File: config.mk
export PLATFORM = sky130hd
export DESIGN_NAME = ifetch
export DESIGN_NICKNAME = d
export VERILOG_FILES = /design/src/rtl/ifetch.sv
export SDC_FILE = /design/constraint.sdc
export NUM_CORES = 1
export LEC_CHECK = 0
export ABC_CLOCK_PERIOD_IN_PS = 6800
export BUFFER_PORTS_ARGS = -buffer_cell sky130_fd_sc_hd__buf_2
export CAP_MARGIN = 40
export CORE_UTILIZATION = 54
export CTS_CLUSTER_DIAMETER = 80
export CTS_CLUSTER_SIZE = 20
export DETAILED_ROUTE_END_ITERATION = 10
export MAX_ROUTING_LAYER = met4
export PLACE_DENSITY_LB_ADDON = 0.12
export SETUP_SLACK_MARGIN = 0.3
export SYNTH_ARGS = -nofsm -noshare
export SYNTH_HDL_FRONTEND = slang
export SYNTH_SLANG_ARGS = --single-unit
File: constraint.sdc
create_clock -name Clk -period 6.8 [get_ports Clk]
set_input_delay 1.36 -clock Clk [delete_from_list [all_inputs] [get_ports Clk]]
set_output_delay 1.36 -clock Clk [all_outputs]
set_load 0.005 [all_outputs]
File: src/rtl/ifetch.sv
// ifetch: MIPS IF stage -- PC, req/ack instruction fetch, skid buffer, IF/ID register, branch squash.
// Define IFETCH_PERF_EN to build the FetchCnt/BubbleCnt performance counters.
module ifetch #(
  parameter logic [31:0] RESET_PC = 32'h0000_0000
) (
  input  logic        Clk,
  input  logic        Rst,
  input  logic        Stall,
  input  logic        BCond,
  input  logic [31:0] NewPCVal,
  output logic        IMemReq,
  output logic [31:0] IMemAddr,
  input  logic        IMemAck,
  input  logic [31:0] IMemData,
  output logic [31:0] Instruction,
  output logic [31:0] PCValP4,
  output logic        InstValid,
  output logic [31:0] FetchCnt,
  output logic [31:0] BubbleCnt
);
  typedef enum logic [1:0] {IDLE, FETCH, WAIT, DROP} state_e;
  state_e state_q, state_d;
  logic [31:0] pc_q, pc_d, tgt_q, tgt_d, skid_q, skid_d;
  logic [31:0] inst_q, inst_d, p4_q, p4_d, word, br_pc, pc_p4;
  logic vld_q, vld_d, ld_v, ld_b, br;
  assign br = BCond & ~Stall;
  assign br_pc = NewPCVal & ~32'h3;
  assign pc_p4 = pc_q + 32'd4;
  assign IMemReq = state_q == FETCH || state_q == DROP;
  assign IMemAddr = pc_q;
  assign Instruction = inst_q;
  assign PCValP4 = p4_q;
  assign InstValid = vld_q;
  always_comb begin
    state_d = state_q;
    pc_d = pc_q;
    tgt_d = tgt_q;
    skid_d = skid_q;
    ld_v = 1'b0;
    ld_b = 1'b0;
    word = IMemData;
    case (state_q)
      IDLE: state_d = FETCH;
      FETCH:
        if (br) begin
          ld_b = 1'b1;
          if (IMemAck) pc_d = br_pc;
          else begin
            tgt_d = br_pc;
            state_d = DROP;
          end
        end else if (IMemAck) begin
          if (Stall) begin
            skid_d = IMemData;
            state_d = WAIT;
          end else begin
            ld_v = 1'b1;
            pc_d = pc_p4;
          end
        end else ld_b = ~Stall;
      WAIT:
        if (!Stall) begin
          state_d = FETCH;
          word = skid_q;
          ld_v = ~BCond;
          ld_b = BCond;
          pc_d = BCond ? br_pc : pc_p4;
        end
      DROP: begin
        // the outstanding wrong-path ack is swallowed; the latest honoured target wins
        ld_b = ~Stall;
        tgt_d = br ? br_pc : tgt_q;
        if (IMemAck) begin
          pc_d = tgt_d;
          state_d = FETCH;
        end
      end
      default: state_d = IDLE;
    endcase
    inst_d = ld_v ? word : ld_b ? 32'h0 : inst_q;
    p4_d = ld_v ? pc_p4 : ld_b ? 32'h0 : p4_q;
    vld_d = ld_v ? 1'b1 : ld_b ? 1'b0 : vld_q;
  end
  always_ff @(posedge Clk or posedge Rst)
    if (Rst) begin
      state_q <= IDLE;
      pc_q <= RESET_PC;
      tgt_q <= '0;
      skid_q <= '0;
      inst_q <= '0;
      p4_q <= '0;
      vld_q <= 1'b0;
    end else begin
      state_q <= state_d;
      pc_q <= pc_d;
      tgt_q <= tgt_d;
      skid_q <= skid_d;
      inst_q <= inst_d;
      p4_q <= p4_d;
      vld_q <= vld_d;
    end
`ifdef IFETCH_PERF_EN
  logic [31:0] fcnt_q, fcnt_d, bcnt_q, bcnt_d;
  assign fcnt_d = fcnt_q + {31'd0, ld_v};
  assign bcnt_d = bcnt_q + {31'd0, ld_b};
  always_ff @(posedge Clk or posedge Rst)
    if (Rst) begin
      fcnt_q <= '0;
      bcnt_q <= '0;
    end else begin
      fcnt_q <= fcnt_d;
      bcnt_q <= bcnt_d;
    end
  assign FetchCnt = fcnt_q;
  assign BubbleCnt = bcnt_q;
`else
  assign FetchCnt = '0;
  assign BubbleCnt = '0;
`endif
endmodule

==> results of run 1 <==
## critical path, delay by kind of cell, from the launching register on
kind,cells,cell delay [ps]
simple gates,1,350
buf+inv,2,360
fa+ha+maj,1,210
flops,1,420
## path summary, 6_finish.rpt
| check | end | cells after the start |
|---|---|---|
| max in group asynchronous | IMemAddr[4]$_DFFE_PP0P_ | 3 |
| min | PCValP4[13]$_DFFE_PP0P_ | 1 |
| min in group asynchronous | skid_q[10]$_DFFE_PP0P_ | 2 |
| min reg2reg | PCValP4[13]$_DFFE_PP0P_ | 1 |
| max reg2reg | IMemAddr[27]$_DFFE_PP0P_ | 8 |
| max | IMemReq | 4 |
## kinds of logic after synthesis
| group | Yosys count | share of synthesized area |
|---|---|---|
| XOR/XNOR | 28 | 0.0280 |
| adder cells (fa/ha/maj) | 5 | 0.00715 |
| flip-flops | 163 | 0.466 |
| other | 1 | 0.000429 |
| buffers and inverters | 148 | 0.0921 |
| multiplexers | 101 | 0.125 |
| AND/OR/NAND/NOR | 208 | 0.125 |
| AO/OA/AOI/OAI | 217 | 0.156 |
## per-layer routing
metal,vias to the layer above,GRT usage,part of all wire,wire (um)
li1,3301,-,-,-
met3,30,0.0500,0.061,1380
met5,-,-,0,0
met2,249,0.426,0.46,10400
met4,0,0.0858,0.014,323
met1,3385,0.395,0.46,10400
## stage by stage
stage | worst slack, ps | hold slack (ps)
3_3_place_gp | 3390 | 457
5_1_grt | 3490 | 491
4_1_cts | 3650 | 487
2_1_floorplan | 1040 | 464
6_report | 3660 | 485
3_5_place_dp | 3470 | 469
## placed cells by master (no fill, tap or decap), drive strengths merged, types with 6 or more instances in the layout
cell,synthesis,routed
a22o,8,8
buf,74,181
xnor2,22,22
o22ai,9,9
nor2,31,31
nor3,8,8
or3,6,6
mux2i,37,37
a22oi,11,11
dfrtp,163,163
clkbuf,57,17
xor2,6,6
conb,1,64
nand3,77,77
o31a,6,6
nor4,8,8
o21ai,98,98
a21oi,27,27
a31oi,8,8
inv,17,22
nand2,34,34
mux2,64,64
o211ai,6,6
nand4,10,10
o2bb2ai,8,8
nor2b,8,8
## power by group
group | internal (mW) | total (mW) | switching, mW | leakage [nW]
registers | 1.39 | 1.73 | 0.336 | 2.07
clock network | 0.590 | 1.02 | 0.430 | 0.301
logic | 0.735 | 1.63 | 0.898 | 2.52
total | 2.71 | 4.38 | 1.66 | 4.89
## final cells by class
type	count	area share
repair buffers	181	0.0980
well taps	216	0.0266
flip-flops and latches	163	0.401
multi-input cells	623	0.406
inverters	17	0.00677
clock inverters	15	0.0196
clock buffers	17	0.0419
## registers in the layout, summed over array words and instances (netlist names)
register,count
skid_q,32
IMemAddr,32
state_q,2
PCValP4,32
InstValid,1
tgt_q,32
Instruction,32
## cells in the mapped netlist (3+ instances only)
cell type | number | area [um2]
nor4_1 | 8 | 50.1
o2bb2ai_1 | 8 | 70.1
o22ai_1 | 9 | 56.3
buf_2 | 5 | 25.0
nand3_1 | 77 | 385
and3_1 | 4 | 25.0
or3_1 | 3 | 18.8
a211oi_1 | 4 | 30.0
mux2i_1 | 37 | 370
o211ai_1 | 6 | 45.0
clkbuf_1 | 57 | 214
nand4_1 | 9 | 56.3
a31oi_1 | 8 | 50.1
xor2_1 | 6 | 52.6
ha_1 | 5 | 62.6
o211a_1 | 4 | 40.0
nor2b_1 | 8 | 50.1
and4_1 | 3 | 26.3
o21ai_0 | 96 | 480
a22oi_1 | 11 | 82.6
nand2_1 | 33 | 124
nor3_1 | 8 | 40.0
a21oi_1 | 27 | 135
nand2b_1 | 5 | 31.3
mux2_2 | 64 | 721
a22o_1 | 7 | 61.3
o221ai_1 | 3 | 26.3
dfrtp_1 | 163 | 4080
o31a_1 | 6 | 52.6
buf_4 | 65 | 488
nor2_1 | 31 | 116
buf_1 | 4 | 15.0
a211o_1 | 3 | 26.3
xnor2_1 | 22 | 193
inv_1 | 17 | 63.8
==> metrics.txt, run 1 <==
Worst-Skew Late Latency=430 ps; Sum Neg Setup Slack=0 ps; dpl cells=1,200; Port Buffers=164; number of global-route vias before repair=6,407; Critical Path Start=state_q[0]$_DFFE_PP0P_; crit start category=flip-flop; Final Hold Viols=0; Highest Clock Rate=between 300 and 400 MHz; Final Max Tran Viols=0; multi-input logic area=4120 um2; #FFs+latches synth=163; CP max stage cell=dfrtp_1; clock sinks=~160; Reg2Reg Setup Slack=3720 ps; Placer Congestion=0.870; kind of critical path=flip-flop to output pin; Tcrit/Tclk final=0.462; Iter 0 DRT Violations=508; fin util=0.642; first-pass GRT wire length=35,200 um; Leakage Power=4.89 nW; DIE HEIGHT=129 um; Layout Cells excl Fill=1,232; HPWL after detailed placement=15,200 um; Post-CTS Setup Repair Bufs=0; diode count=0; initial antenna violation count=0; Syn Std Cell Area=8750 um2; GRT Total Usage=0.284; cell count after synthesis=871; Max Cap Viol=0; sequential element share of the synthesized area=0.466; # resized after CTS=0; number of CTS-inserted buffers=17; number of I/O pins=231; routed via count=6,965; Post-Syn Area per Cell=10.0 um2; max incr delay on CP=420 ps; core area=~16,000 um2; final setup vio count=0; CTS clock-pin slew for the worst setup and hold paths=70 ps; Worst slew margin=0.423; Die X=129 um; drt first pass iters=7; Final Critical Period=3140 ps; final setup skew=8.84 ps; Post-synth EDFFs=0; largest fanout on the critical path=26; grt ovf=0; Required @ worst endpoint=5440 ps; Most used DFF post-synth=dfrtp_1; Post-Layout Inst Area=10,200 um2; share of cells above drive strength 1=0.286; worst min path class=flip-flop to flip-flop; total power=4.38 mW; YS warnings=0; Worst setup EP type=output pin; Critical Path AT=1780 ps; wirelength, routed=22,500 um; Tightest Pin Transition=866 ps; worst vdd ir=0.000202 V; Rows=46; H-tree levels=4; Starting Density=0.553; drc violations=0; ys async rst share=1.00; RSZ-0062 raised after global routing=no; clk buf depth=2; Cell variety after synth=68; Hold Buf Count CTS=0; die area=16,700 um2; FILL cells=1,359; CP cell instances=ha_1 > buf_4 > or2_2 > buf_2; reg-to-reg startpoint=state_q[0]$_DFFE_PP0P_; wire per inst=about 18 um; DRT antenna net count=0; pwr dens=431 nW/um2; Hold Crit Start=PCValP4[13]$_DFFE_PP0P_; register area=4080 um2; Via-to-Cell Ratio=5.65; placed cell area=roughly 9500 um2; CTS tree=done; nets=roughly 1,100; outcome=complete, no violations; Synth-to-Final Area Change=16.2%; largest net degree at the start of global routing=88; clk root buf=clkbuf_16
No activity file was read; power rests on OpenSTA's default activity.
==> inputs of run 2 (changes only) <==
Settings changed: ABC_CLOCK_PERIOD_IN_PS 6800 to 2610, CORE_UTILIZATION 54 to 48.
Clock period 6.8 ns to 2.61 ns, I/O delays scaled along.
==> metrics.txt, run 2 (synthesized netlist as in run 1, its figures left out) <==
outcome=complete, no violations; Final Critical Period=2300 ps; combinational share of power=0.406 (+0.033); clock sinks=163 (unchanged); most frequent cells in the layout=164 x buf_2, 162 x dfrtp_1, 95 x o21ai_0; wirelength, routed=23,100 um (+2.9%); Hold Buf Count CTS=0 (unchanged); clk root buf=clkbuf_16; Via-to-Cell Ratio=5.55 (-1.9%); Iter 0 DRT Violations=562 (+11%); Sum Neg Setup Slack=0 ps (unchanged); grt ovf=0 (unchanged); CTS clock-pin slew for the worst setup and hold paths=70 ps (about the same); Leakage Power=5.02 nW (+2.6%); Worst setup EP type=flip-flop; initial antenna violation count=0 (unchanged); commonest non-fill, non-tap cell in the layout=buf_2; CTS tree=done; number of CTS-inserted buffers=17 (unchanged); GRT Total Usage=0.258 (-0.0266); number of global-route vias before repair=6,535 (+2.0%); fin util=0.583 (-0.0595); RSZ-0062 raised after global routing=yes; DIE HEIGHT=137 um (+6.0%); sequential power share=0.386 (-0.008); Clk pwr share=0.209 (-0.024); Tightest Pin Transition=594 ps (-272 ps); kind of critical path=flip-flop to flip-flop; first-pass GRT wire length=35,700 um (+1.5%); Starting Density=0.489 (-0.0640); largest fanout on the critical path=9 (-65%); final setup vio count=0 (unchanged); clk buf depth=2 (unchanged); Worst-Skew Late Latency=420 ps (about the same); worst vdd ir=0.000562 V (+180%); final setup skew=9.42 ps (+0.580 ps); total power=11.4 mW (+160%); pwr dens=1100 nW/um2 (+150%); DRT antenna net count=0 (unchanged); share of cells above drive strength 1=0.313 (+0.0268); Critical Path AT=2670 ps (+890 ps); P_int=7.08 mW (+160%); Rows=49 (+6.5%); H-tree levels=4 (unchanged); NetSw=4.35 mW (+160%); largest net degree at the start of global routing=100 (+14%); Placer Congestion=0.882 (+1.4%); Max Cap Viol=0 (unchanged); nets=1,105 (+2.6%); Synth-to-Final Area Change=19.2%; number of I/O pins=231 (unchanged); Layout Cells excl Fill=1,273 (+3.3%); drc violations=0 (unchanged); FILL cells=1,607 (+18%); Final Hold Viols=0 (unchanged); routed via count=7,062 (+1.4%); Highest Clock Rate=434 MHz; Final Max Tran Viols=0 (unchanged); diode count=0 (unchanged); drt first pass iters=5 (-2); Port Buffers=164 (unchanged); crit start category=flip-flop; core area=17,900 um2 (+13%); switching share of total power=0.380 (about the same); die area=18,800 um2 (+12%); dpl cells=1,239 (+3.3%); Die X=137 um (+6.0%); HPWL after detailed placement=16,200 um (+6.2%); wire per inst=18.2 um (-0.41%); Required @ worst endpoint=2970 ps (-2470 ps); Worst slew margin=0.604 (+0.181); worst min path class=input port to asynchronous set/reset pin; Tcrit/Tclk final=0.883
[run 2: cell count changes in the layout (fill, tap and decap cells not counted), sizes merged]
cell,previous run,this run
bufinv,3,0
clkinvlp,2,3
clkinv,5,4
clkbuf,17,20
buf,181,209
[run 2: path summary, 6_finish.rpt]
path / start / to / slack, ps / cells after the start
max reg2reg: IMemAddr[13]$_DFFE_PP0P_ / IMemAddr[28]$_DFFE_PP0P_ / 310 / 5
min reg2reg: InstValid$_DFFE_PP0P_ / InstValid$_DFFE_PP0P_ / 470 / 2
max: IMemAddr[13]$_DFFE_PP0P_ / IMemAddr[28]$_DFFE_PP0P_ / 310 / 5
min: Rst / skid_q[28]$_DFFE_PP0P_ / 220 / 3
min in group Clk: IMemData[23] / skid_q[23]$_DFFE_PP0P_ / 340 / 2
max in group asynchronous: Rst / IMemAddr[3]$_DFFE_PP0P_ / 1820 / 3
[run 2: critical path: stages, from the launching register on]
cell,delay (ps)
dfrtp_1,460
nand3_1,350
or3_4,540
or3_4,370
o41ai_1,350
a22o_1,170
[run 2: cell type report]
type                       instances  area, um2  area share
sequential                       163       4080       0.391
multi-input combinational        623       4160       0.399
clock inverter                    12       93.8     0.00900
tap                              229        287      0.0275
clock buffer                      20        467      0.0448
inverter                          17       67.6     0.00648
timing repair buffer             209       1270       0.122
[run 2: layer usage]
metal / vias to the layer above / part of all wire / GRT usage
met5: - / 0 / -
met3: 29 / 0.063 / 0.0470
met2: 261 / 0.46 / 0.380
met4: 0 / 0.018 / 0.0873
li1: 3355 / - / -
met1: 3417 / 0.46 / 0.356
[run 2: repair_timing]
item | CTS | global route
setup buffers | 0 | 2
setup endpoints to repair | 3 | 13
pin swaps | 0 | 1
gates resized for setup | 1 | 10
[run 2: power by group through the flow]
stage | sequential [mW] | clock, mW | combinational, mW
after global routing | 4.56 | 2.53 | 5.11
after CTS | 4.39 | 2.44 | 4.62
after global placement | 4.39 | 0 | 4.53
after detailed placement | 4.44 | 0 | 4.60
final | 4.41 | 2.38 | 4.64
after floorplan | 4.33 | 0 | 2.85
[run 2: stage by stage]
stage	hold slack [ps]	setup WS (ps)	area, um2
final	216	306	10400
after global routing	241	242	10400
after CTS	232	302	10400
after detailed placement	461	308	9810
after global placement	454	303	9810
after floorplan	464	17.2	8990
